--- src/rtl/reflet_seven_segment_scan_pkg.sv ---
// Shared constants for the reflet seven-segment scan driver: register
// offsets, CTRL bit positions and the hex glyph table (active-high, bit0 = A).
package reflet_seven_segment_scan_pkg;

    localparam logic [3:0] REG_CTRL     = 4'd0;
    localparam logic [3:0] REG_BRIGHT   = 4'd1;
    localparam logic [3:0] REG_SCAN_DIV = 4'd2;
    localparam logic [3:0] REG_BLINK    = 4'd3;
    localparam logic [3:0] REG_DIGIT0   = 4'd4;

    localparam int CTRL_ON    = 0;
    localparam int CTRL_RAW   = 1;
    localparam int CTRL_LZB   = 2;
    localparam int CTRL_COLON = 3;

    // Index 15 first: entry n is the glyph for hex value n.
    localparam logic [15:0][6:0] HEX_GLYPH = {
        7'h71, 7'h79, 7'h5E, 7'h39, 7'h7C, 7'h77, 7'h6F, 7'h7F,
        7'h07, 7'h7D, 7'h6D, 7'h66, 7'h4F, 7'h5B, 7'h06, 7'h3F
    };

endpackage

--- src/rtl/reflet_seven_segment_glyph.sv ---
// Combinational nibble-to-segment decoder; output is active-high, bit0 = A.
module reflet_seven_segment_glyph
    import reflet_seven_segment_scan_pkg::*;
(
    input  logic [3:0] nibble,
    output logic [6:0] seg
);

    assign seg = HEX_GLYPH[nibble];

endmodule

--- src/rtl/reflet_seven_segment_scan.sv ---
// N-digit multiplexed seven-segment driver with prescaler, PWM brightness,
// leading-zero blanking and raw mode. Optional blink: REFLET_SEVEN_SEGMENT_BLINK_EN.
module reflet_seven_segment_scan
    import reflet_seven_segment_scan_pkg::*;
#(
    parameter int                        base_addr_size = 16,
    parameter logic [base_addr_size-1:0] base_addr      = 16'hFF10,
    parameter int                        digits         = 4,
    parameter logic [7:0]                div_default    = 8'd15,
    parameter bit                        seg_active_low = 1,
    parameter bit                        sel_active_low = 0
) (
    input  logic                      clk,
    input  logic                      reset,
    input  logic                      enable,
    input  logic [base_addr_size-1:0] addr,
    input  logic [7:0]                data_in,
    output logic [7:0]                data_out,
    input  logic                      write_en,
    output logic [6:0]                segments,
    output logic [digits-1:0]         selection,
    output logic                      dot,
    output logic                      colon
);

    localparam int CUR_W = (digits > 1) ? $clog2(digits) : 1;
    localparam int NREG  = 4 + digits;

    logic [3:0]               ctrl;
    logic [3:0]               bright;
    logic [7:0]               scan_div;
    logic [digits-1:0][7:0]   digit_reg;

    logic [base_addr_size-1:0] offset;
    logic [3:0]                reg_idx;
    logic                      hit;

    assign offset  = addr - base_addr;
    assign reg_idx = offset[3:0];
    assign hit     = enable && (offset < base_addr_size'(NREG));

`ifdef REFLET_SEVEN_SEGMENT_BLINK_EN
    logic [digits-1:0] blink;
    logic [15:0]       frame_cnt;
`endif

    always_ff @(posedge clk) begin
        if (reset) begin
            ctrl      <= '0;
            bright    <= '0;
            scan_div  <= div_default;
            digit_reg <= '0;
`ifdef REFLET_SEVEN_SEGMENT_BLINK_EN
            blink     <= '0;
`endif
        end else if (hit && write_en) begin
            if (reg_idx == REG_CTRL)     ctrl     <= data_in[3:0];
            if (reg_idx == REG_BRIGHT)   bright   <= data_in[3:0];
            if (reg_idx == REG_SCAN_DIV) scan_div <= data_in;
`ifdef REFLET_SEVEN_SEGMENT_BLINK_EN
            if (reg_idx == REG_BLINK)    blink    <= data_in[digits-1:0];
`endif
            for (int i = 0; i < digits; i++) begin
                if (reg_idx == REG_DIGIT0 + 4'(i)) digit_reg[i] <= data_in;
            end
        end
    end

    always_comb begin
        data_out = '0;
        if (hit) begin
            case (reg_idx)
                REG_CTRL:     data_out = {4'b0, ctrl};
                REG_BRIGHT:   data_out = {4'b0, bright};
                REG_SCAN_DIV: data_out = scan_div;
                REG_BLINK: begin
`ifdef REFLET_SEVEN_SEGMENT_BLINK_EN
                    data_out[digits-1:0] = blink;
`else
                    data_out = '0;
`endif
                end
                default: begin
                    for (int i = 0; i < digits; i++) begin
                        if (reg_idx == REG_DIGIT0 + 4'(i)) data_out = digit_reg[i];
                    end
                end
            endcase
        end
    end

    // Timing chain: prescaler -> 16-step PWM phase -> digit index.
    logic [7:0]       div_cnt;
    logic [3:0]       phase;
    logic [CUR_W-1:0] cur;
    logic             tick;
    logic             slot_end;
    logic             cur_last;

    assign tick     = (div_cnt >= scan_div);
    assign slot_end = tick && (phase == 4'hF);
    assign cur_last = (cur == CUR_W'(digits - 1));

    always_ff @(posedge clk) begin
        if (reset) begin
            div_cnt <= '0;
            phase   <= '0;
            cur     <= '0;
        end else begin
            if (tick) begin
                div_cnt <= '0;
                phase   <= phase + 4'd1;
            end else begin
                div_cnt <= div_cnt + 8'd1;
            end
            if (slot_end) cur <= cur_last ? '0 : cur + CUR_W'(1);
        end
    end

`ifdef REFLET_SEVEN_SEGMENT_BLINK_EN
    always_ff @(posedge clk) begin
        if (reset) frame_cnt <= '0;
        else if (slot_end && cur_last) frame_cnt <= frame_cnt + 16'd1;
    end
`endif

    // A digit is blanked when it and every higher digit hold a zero nibble.
    logic [digits-1:0] blank_vec;
    logic              tail_zero;

    always_comb begin
        blank_vec = '0;
        tail_zero = 1'b1;
        for (int i = digits - 1; i >= 0; i--) begin
            tail_zero    = tail_zero && (digit_reg[i][3:0] == 4'h0);
            blank_vec[i] = tail_zero && (i != 0) && ctrl[CTRL_LZB] && !ctrl[CTRL_RAW];
        end
    end

    logic [7:0]        cur_byte;
    logic [6:0]        hex_seg;
    logic              blanked;
    logic              blink_off;
    logic              show;
    logic [6:0]        seg_l;
    logic [digits-1:0] sel_l;
    logic              dot_l;
    logic              colon_l;

    assign cur_byte = digit_reg[cur];
    assign blanked  = blank_vec[cur];

    reflet_seven_segment_glyph u_glyph (
        .nibble (cur_byte[3:0]),
        .seg    (hex_seg)
    );

`ifdef REFLET_SEVEN_SEGMENT_BLINK_EN
    assign blink_off = blink[cur] && frame_cnt[8];
`else
    assign blink_off = 1'b0;
`endif

    // A blanked digit keeps its select only to show a set dot.
    always_comb begin
        show    = ctrl[CTRL_ON] && (phase <= bright) && !blink_off && (!blanked || cur_byte[7]);
        seg_l   = '0;
        sel_l   = '0;
        dot_l   = 1'b0;
        colon_l = ctrl[CTRL_ON] && ctrl[CTRL_COLON];
        if (show) begin
            sel_l[cur] = 1'b1;
            dot_l      = cur_byte[7];
            if (!blanked) seg_l = ctrl[CTRL_RAW] ? cur_byte[6:0] : hex_seg;
        end
    end

    always_ff @(posedge clk) begin
        if (reset) begin
            segments  <= {7{seg_active_low}};
            selection <= {digits{sel_active_low}};
            dot       <= seg_active_low;
            colon     <= seg_active_low;
        end else begin
            segments  <= seg_l ^ {7{seg_active_low}};
            selection <= sel_l ^ {digits{sel_active_low}};
            dot       <= dot_l ^ seg_active_low;
            colon     <= colon_l ^ seg_active_low;
        end
    end

endmodule

--- config.mk ---
export PLATFORM = sky130hd
export DESIGN_NAME = reflet_seven_segment_scan
export DESIGN_NICKNAME = d
export VERILOG_FILES = /design/src/rtl/reflet_seven_segment_scan_pkg.sv /design/src/rtl/reflet_seven_segment_glyph.sv /design/src/rtl/reflet_seven_segment_scan.sv
export SDC_FILE = /design/constraint.sdc
export NUM_CORES = 1
export LEC_CHECK = 0
export CAP_MARGIN = 40
export CORE_MARGIN = 2
export CORE_UTILIZATION = 43
export DETAILED_ROUTE_END_ITERATION = 6
export HOLD_SLACK_MARGIN = 0.12
export PLACE_DENSITY = 0.66
export SYNTH_ARGS = -nofsm -noshare
export SYNTH_HDL_FRONTEND = slang
export SYNTH_SLANG_ARGS = --single-unit
--- constraint.sdc ---
create_clock -name clk -period 2.05 [get_ports clk]
set_input_delay 0.41 -clock clk [delete_from_list [all_inputs] [get_ports clk]]
set_output_delay 0.41 -clock clk [all_outputs]
set_load 0.005 [all_outputs]
# [After elaboration in Yosys (flattened, before gate mapping)]
# Memory sizes are Yosys's and may differ from the RTL's.
# Index checks and enable logic that the tools add are counted.
[op_classes] eq_ne=9 reduce_logical=31 div_mod_pow=0 n_mul=0 shift=0 bitwise=4 n_mux=18 n_lt_le_gt_ge=6 add_sub_neg=4
[ops] operator="$mux W8" n=6
[ops] operator="$pmux W8 S4" n=1
[ops] operator="$mux W7" n=4
[ops] operator="$bmux W8 S2" n=1
[ops] operator="$eq A4 B3 Y1 const B" n=4
[ops] operator="$logic_not A4 Y1" n=4
[ops] operator="$lt A16 B4 Y1 const B" n=1
[ops] operator="$sub A16 B16 Y16 const B" n=1
[ops] operator="$logic_and A1 B1 Y1" n=15
[ops] operator="$reduce_and A2 Y1" n=7
[ops] operator="$add A8 B1 Y8 const B" n=1
[ops] operator="$eq A4 B2 Y1 const B" n=2
[ops] operator="$ge A8 B8 Y1" n=1
[ops] operator="$not A7 Y7" n=1
[ops] operator="$lt A4 B5 Y1 const B" n=1
[ops] operator="$add A4 B1 Y4 const B" n=1
[ops] operator="$eq A4 B1 Y1 const B" n=1
[ops] operator="$eq A4 B4 Y1 const B" n=1
[ops] operator="$le A4 B4 Y1" n=1
[ops] operator="$reduce_or A2 Y1" n=2
[ops] operator="$lt A2 B3 Y1 const B" n=1
[ops] operator="$mux W1" n=3
[ops] operator="$not A1 Y1" n=3
[ops] operator="$add A2 B1 Y2 const B" n=1
[ops] operator="other kinds (7)" n=8
[word_totals] input_bits=28 ram_bits=0 latch_bits=0 register_bits=75 wordCells=87 out_inout_bits=21 romBits=112 mem_count=1
[mem_list] memory="(name not given)" depth=16 word_bits=7 rd=1 rd_clocked_by_memory_dff=0 write_ports=0 line="reflet_seven_segment_glyph.sv:9" text="assign seg = HEX_GLYPH[nibble];"

# [Logic depth before layout (Yosys ltp)]
# Gate-level depths: netlist of run 1.
[depth] word_depth=12 mapped_depth=8 mapped_depth_nobuf=7

# [By module]
# From an unflattened synthesis of run 1, not the netlist that was laid out.
[unflattened] cells_unflattened=423 area_unflattened_um2=4199.0
[by_module_without_submodules] mod="reflet_seven_segment_scan" seq_area_each_um2=1501.4 area_per_inst_um2=3911.3 instances=1 cells_per_inst=390
[by_module_without_submodules] mod="reflet_seven_segment_glyph" seq_area_each_um2=0.0 area_per_inst_um2=287.8 instances=1 cells_per_inst=33

# [Least setup slack after synthesis of run 1]
# Ideal clock, no wire load.
[synth_timing] path_type="input-to-output" from="input port addr[0]" to="output port data_out[3]" path_buffers=2 setup_slack_ns=0.067 t_arrival_ns=1.573 stages=6 required_ns=1.640 cell_sequence="buf_2 clkbuf_1 mux2i_1 nor2_1 a2111oi_0 nor3_1"
[synth_via] elab_chain_len=8 elab_cells_between_ends=17 cone_classes="add/sub: 1; order compare: 1; eq/ne: 7; mux: 6; reduce/logical: 2"
[synth_rtl] element="from (decl)" line="reflet_seven_segment_scan.sv:16" text="input logic [base_addr_size-1:0] addr,"
[synth_rtl] element="$sub A16 B16 Y16 *" line="reflet_seven_segment_scan.sv:38" text="assign offset = addr - base_addr;"
[synth_rtl] element="$eq A4 B3 Y1" line="reflet_seven_segment_scan.sv:85" text="if (reg_idx == REG_DIGIT0 + 4'(i)) data_out = digit_reg[i];"
[synth_rtl] element="$mux W8 (4 in series)" line="reflet_seven_segment_scan.sv:85"
[synth_rtl] element="$pmux W8 S4" line="reflet_seven_segment_scan.sv:72" text="case (reg_idx)"
[synth_rtl] element="$mux W8 *" line="reflet_seven_segment_scan.sv:71" text="if (hit) begin"
[synth_rtl] element="to (decl)" line="reflet_seven_segment_scan.sv:18" text="output logic [7:0] data_out,"
# Mark *: on every way between the ends. The rest lies on a longest branch, timed or not.

# [Final worst setup path of run 1]
[layout_timing] from="input port addr[1]" to="output port data_out[2]"
# The elaborated chain is that of the path after synthesis.

==> impl_results.md, run 1 <==
- Initial antenna violation count: 0
- Clock root buffer: clkbuf_8
- 1st-pass router iterations: 4
- Total die area: around 10000 um2
- Crit path largest cell delay: 260 ps
- Startpoint Class: primary input
- Setup TNS: 0 ps
- Tcrit/Tclk final: 0.9999
- Number of synthesized register bits: 75
- EDFF count, synth: 0
- Synthesized cell area: 4146 um2
- Gpl congestion: 0.8320
- Clock Sinks: 75
- Antenna-violating nets left: 0
- Longest Clk Path Bufs: 2
- YS warnings: 0
- Share of cells above drive strength 1: 0.2970
- Final Setup Violations: 0
- Cells after DPL: around 660
- Initial Utilization: 0.4466
- Ports: 49
- Crit Path Class: in -> out
- Rows: 35
- Worst R2R Start: cur[1]$_SDFFE_PP0P_
- Vias in the first global route: 3728
- CTS Hold Bufs: 0
- Height of the die: slightly above 100 um
- Pins over their slew limit: 0
- Leakage power: between 2 and 3 nW
- Detailed-route DRC error count: 0
- Reg2Reg Setup Slack: 120 ps
- Worst min path class: reg -> reg
- Worst Path Arrival: 1640 ps
- Final worst slack: ~0.21 ps
- Data required time of the critical path: 1640 ps
- CP endpoint: data_out[2]
- Final min period: just over 2000 ps
- Largest net degree at the start of global routing: 40
- Cells after synthesis: about 450
- VDD IR max: 0.0003183 V
- Worst-Skew Late Latency: around 360 ps
- First-pass GRT wire length: 18.33 mm
- Achievable Freq: 0.4879 GHz
- Largest register FFs: 32
- Synthesized area per cell: just over 9 um2
- Layout net count: 605
- Hpwl dp: 8.038 mm
- Buffers on Ports: 48
- Status: finished clean
- Max_cap viols: 0
- DR vias: 3739
- Cts bufs inserted: 9
- Core Box Area: roughly 9300 um2
- Total grt overflow: 0
- CP Capture Type: output pin
- Post-synth cell types: 55
- CP startpoint: addr[1]
- Max Clock Skew: approximately 16 ps
- DRT iter0 DRCs: 147
- Critical Path, Cell by Cell: buf_8 > bufbuf_16 > nor2b_4 > nand2_2 > a31oi_4 > a21oi_2 > nor3_2 > buf_2
- H-tree depth: 3
- Vias per cell: 5.435
- Clock transition at path regs: 80 ps
- Slew headroom: 0.7051
- Pre-CTS setup slack: -817.0 ps
- Main synth FF type: dfxtp_1
- WL/cell: 16.18 um
- Finished Layout Cells: slightly below 700
- Slew of the pin with the lowest slew margin: 441.5 ps
- Synth async-reset ratio: 0
- R2R depth: 6
- Gr usage total: 0.2258
- Antenna cells: 0
- CTS tree: built
- Crit-path max FO: 6
- Chip width: between 100 and 150 um
- Slowest CP cell: bufbuf_16
- Area delta synth->final: 36.99%
- Hold violation count in the final report: 0
- Post-synthesis net count: around 500
- R2R Path End: segments[0]$_SDFF_PP1_
- Fill cell count: 809
- WL final: approximately 11 mm
- Seq/Total Area, Yosys: 0.3621
- P per Cell Area: 560.6 nW/um2
[how the worst min path moves through the flow]
stage                               from               end  slack [ps]  cells after the start
global placement    ctrl[3]$_SDFFE_PP0P_  colon$_SDFF_PP1_         440                      1
global route        ctrl[3]$_SDFFE_PP0P_  colon$_SDFF_PP1_         500                      1
detailed placement  ctrl[3]$_SDFFE_PP0P_  colon$_SDFF_PP1_         440                      1
finish              ctrl[3]$_SDFFE_PP0P_  colon$_SDFF_PP1_         470                      1
CTS                 ctrl[3]$_SDFFE_PP0P_  colon$_SDFF_PP1_         480                      1
floorplan           ctrl[3]$_SDFFE_PP0P_  colon$_SDFF_PP1_         390                      1
[layout make-up]
type                       instances  area (um2)  share of cell area
sequential                        75        1514              0.2665
tap                              129       161.4             0.02841
clock inverter                     4       95.09             0.01674
timing repair buffer             119        1033              0.1819
inverter                          22       82.58             0.01454
clock buffer                      12       165.2             0.02907
multi-input combinational        327        2629              0.4628
[worst max-delay path, delay by kind of cell]
family	cells	cell delay (ps)
AOI/OAI and AO/OA	2	230
buffers and inverters	3	520
and+or+nand+nor	3	470
[metrics by stage]
| step | power, W | hold WS [ps] | util | cell area [um2] |
|---|---|---|---|---|
| global placement | 0.001697 | 444.0 | 0.5547 | 5150 |
| CTS | 0.003190 | 476.3 | 0.6039 | 5607 |
| floorplan | 0.001578 | 392.6 | - | 4146 |
| global route | 0.003284 | 501.1 | 0.6119 | 5680 |
| finish | 0.003185 | 470.9 | 0.6119 | 5680 |
| detailed placement | 0.001700 | 442.6 | 0.5547 | 5150 |
[power breakdown]
group	total, W	switching (W)	internal (W)
combinational	0.000248	0.000125	0.000123
clock	0.00147	0.000566	0.000907
sequential	0.00146	0.00000536	0.00146
[what timing repair did]
| action | CTS | global route |
|---|---|---|
| buffers inserted | 10 | 3 |
| endpoints found under the setup margin | 24 | 23 |
| resized for setup | 102 | 47 |
| pin swaps | 21 | 18 |
| gates cloned | 2 | 0 |
[per-layer routing]
metal / up-vias / GRT usage / share of wire
met1: 1769 / 0.2856 / 0.45
met5: - / 0 / 0
li1: 1831 / - / -
met4: 0 / 0.08000 / 0.024
met3: 26 / 0.04720 / 0.048
met2: 113 / 0.3821 / 0.48
[logic make-up (layout without fill, tap and decap cells)]
kind of cell | after synthesis | after routing | share of synthesized area
DFF | 75 | 75 | 0.3621
xor gates and xnor gates | 6 | 6 | 0.01267
AOI/OAI and AO/OA | 68 | 68 | 0.1198
muxes | 68 | 68 | 0.1952
and+or+nand+nor | 162 | 162 | 0.1916
adders and majority gates | 23 | 23 | 0.06940
buffers and inverters | 44 | 157 | 0.04918
[synth_stat cells, types with 7 or more instances]
cell type	number	area, um2
nand3_1	8	40.04
nand2_1	16	60.06
mux2i_1	58	580.6
and3_1	8	50.05
clkbuf_1	12	45.04
nor3_1	11	55.05
nor2b_1	8	50.05
nor2_1	73	274.0
dfxtp_1	75	1501
inv_1	22	82.58
nor4_1	8	50.05
o21ai_0	7	35.03
ha_1	23	287.8
a21oi_1	16	80.08
mux4_1	7	183.9
[layout by cell type (no fill, tap or decap), types with 5 or more instances in the layout]
cell             synthesis  routed
nand2b_1                 6       5
o21ai_0                  7       7
clkdlybuf4s50_1          0      24
mux2i_1                 58      58
nor3_1                  11       6
and3_1                   8       5
a211oi_1                 6       6
a2111oi_2                0       5
o211ai_1                 6       6
buf_12                   0       5
dfxtp_1                 75      67
clkbuf_8                 0      12
nor4_1                   8       6
a21oi_1                 16      12
dfxtp_2                  0       7
buf_4                    2      59
nand2_1                 16      14
ha_1                    23      23
nand3_1                  8       8
inv_1                   22      22
buf_2                    4       9
nor2_1                  73      71
buf_6                    3       7
clkbuf_2                 0      10
nor2b_1                  8       6
mux4_1                   7       5
No activity file was read; power rests on OpenSTA's default activity.
==> inputs of run 2 (changes only) <==
- SKIP_LAST_GASP: unset -> 1
==> run 2 against run 1 <==
The run now ends with negative setup slack left; worst hold slack worse by 0.66 ps; clock-buffer cell count stayed put; core utilization is 0.19 points lower; global-route usage stayed put; power hardly changed; register-to-register slack worse by 40 ps; sequential share of layout area hardly changed; first-iteration DRC count is 8.2% lower; critical path type is now reg -> out; largest cell class unchanged; highest routed layer unchanged.
==> impl_results.md, run 2 (synthesized netlist as in run 1, its figures left out) <==
- Vias per cell: 5.448 (+0.24%)
- VDD IR max: 0.0003186 V (about the same)
- Clock root buffer: clkbuf_8
- Worst-Skew Late Latency: 360 ps (about the same)
- RSZ-0062 raised after global routing: yes
- Clock Sinks: 75 (unchanged)
- Slew of the pin with the lowest slew margin: 440.5 ps (-0.9212 ps)
- Pre-CTS setup slack: -817.0 ps (unchanged)
- Gpl congestion: 0.8320 (unchanged)
- Failing checks: negative setup slack
- Initial Utilization: 0.4466 (unchanged)
- Worst min path class: reg -> reg
- Detailed-route DRC error count: 0 (unchanged)
- Status: complete, but fails checks
- Tcrit/Tclk final: 1.005 (+0.005064)
- Final worst slack: -10.17 ps (-10.38 ps)
- Antenna-violating nets left: 0 (unchanged)
- Fin util: 0.6100 (-0.001887)
- Gr usage total: 0.2258 (unchanged)
- Fin Hold WS: 470.2 ps (-0.6570 ps)
- CTS Hold Bufs: 0 (unchanged)
- Rows: 35 (unchanged)
- Ports: 49 (unchanged)
- Worst Path Arrival: 1650 ps (about the same)
- Antenna cells: 0 (unchanged)
- Initial antenna violation count: 0 (unchanged)
- CTS tree: built
- Sequential Area: 1510 um2 (-0.25%)
- Total grt overflow: 0 (unchanged)
- Design area: 5663 um2 (-0.31%)
- Hold violation count in the final report: 0 (unchanged)
- Pins over their slew limit: 0 (unchanged)
- Multi-input gate area: 2615 um2 (-0.52%)
- Max Clock Skew: 16.91 ps (+1.395 ps)
- WL/cell: 16.12 um (-0.37%)
- Clock transition at path regs: 80 ps (about the same)
- Fill cell count: 813 (+0.49%)
- Leakage power: 2.578 nW (-0.17%)
- Share of cells above drive strength 1: 0.2934 (-0.003578)
- Achievable Freq: 0.4854 GHz (-0.50%)
- H-tree depth: 3 (unchanged)
- Core Box Area: 9284 um2 (unchanged)
- Startpoint Class: flip-flop
- Max_cap viols: 0 (unchanged)
- Crit Path Class: reg -> out
- Placed Instance Area: 5150 um2 (unchanged)
- Largest register FFs: 32 (unchanged)
- WL final: 11.09 mm (-0.37%)
- Data required time of the critical path: 1640 ps (about the same)
- Commonest non-fill, non-tap cells in the layout: nor2_1 (71), dfxtp_1 (68), buf_4 (59), mux2i_1 (58), clkdlybuf4s50_1 (24)
- Buffers on Ports: 48 (unchanged)
- DR vias: 3748 (+0.24%)
- Cts bufs inserted: 9 (unchanged)
- 1st-pass router iterations: 4 (unchanged)
- Vias in the first global route: 3728 (unchanged)
- Total die area: 10440 um2 (unchanged)
- Height of the die: 102.2 um (unchanged)
- Area delta synth->final: 36.57%
- Chip width: 102.2 um (unchanged)
- Leading cell type in the layout, fill and taps excluded: nor2_1
- Layout net count: 605 (unchanged)
- Slew headroom: 0.7057 (about the same)
- Longest Clk Path Bufs: 2 (unchanged)
- First-pass GRT wire length: 18.33 mm (unchanged)
- DRT iter0 DRCs: 135 (-8.2%)
- Final Setup Violations: 1 (+1)
- P per Cell Area: 562.1 nW/um2 (+0.27%)
- Final min period: 2060 ps (+10.38 ps)
- Largest net degree at the start of global routing: 40 (unchanged)
- CP Capture Type: output pin
- Hpwl dp: 8.038 mm (unchanged)
- Crit-path max FO: 2 (-4)
## run 2: final cells by class
| class | count | area share |
|---|---|---|
| sequential | 75 | 0.2667 |
| multi-input combinational | 327 | 0.4618 |
| clock buffer | 12 | 0.02916 |
| inverter | 22 | 0.01458 |
| clock inverter | 4 | 0.01679 |
| tap | 129 | 0.02850 |
| timing repair buffer | 119 | 0.1825 |
## run 2: routing by layer
layer,track usage,vias up,wire length (um)
met5,0,-,0
met4,0.08000,0,284
met3,0.04720,24,503
met2,0.3821,113,5320
met1,0.2856,1785,4982
li1,-,1826,-
## run 2: final timing paths
path	slack [ps]	start	endpoint	cells after the start
max	-10	digit_reg[2]$_SDFFE_PP0P_	data_out[2]	6
min	470	ctrl[3]$_SDFFE_PP0P_	colon$_SDFF_PP1_	1
max reg2reg	80	cur[1]$_SDFFE_PP0P_	segments[0]$_SDFF_PP1_	6
min reg2reg	470	ctrl[3]$_SDFFE_PP0P_	colon$_SDFF_PP1_	1
## run 2: metrics by stage
step | setup TNS (ps) | total power (W) | instances
final | -10.17 | 0.003183 | 688
after global routing | -107.4 | 0.003284 | 688
after CTS | -20.73 | 0.003190 | 685
after detailed placement | -16840 | 0.001700 | 657
after global placement | -15390 | 0.001697 | 657
after floorplan | 0 | 0.001578 | 446
## run 2: report_power, final
part	internal [W]	total, W	switching, W	leakage, nW
sequential	0.00146	0.00147	0.00000536	0.609
clock	0.000907	0.00147	0.000564	0.133
combinational	0.000122	0.000246	0.000124	1.84
total	0.00249	0.00318	0.000694	2.58
## run 2: repair_timing
action | 4_1_cts | 5_1_grt
setup buffers | 10 | 3
cloned | 2 | 0
endpoints found under the setup margin | 24 | 23
resized for setup | 102 | 42
pin swaps | 21 | 18
## run 2: worst max-delay path: stages (launching register included)
cell     delay, ps
dfxtp_1        340
mux2i_1         70
or2_2          290
a31oi_2        220
a21oi_2         50
nor3_2         170
buf_2          160
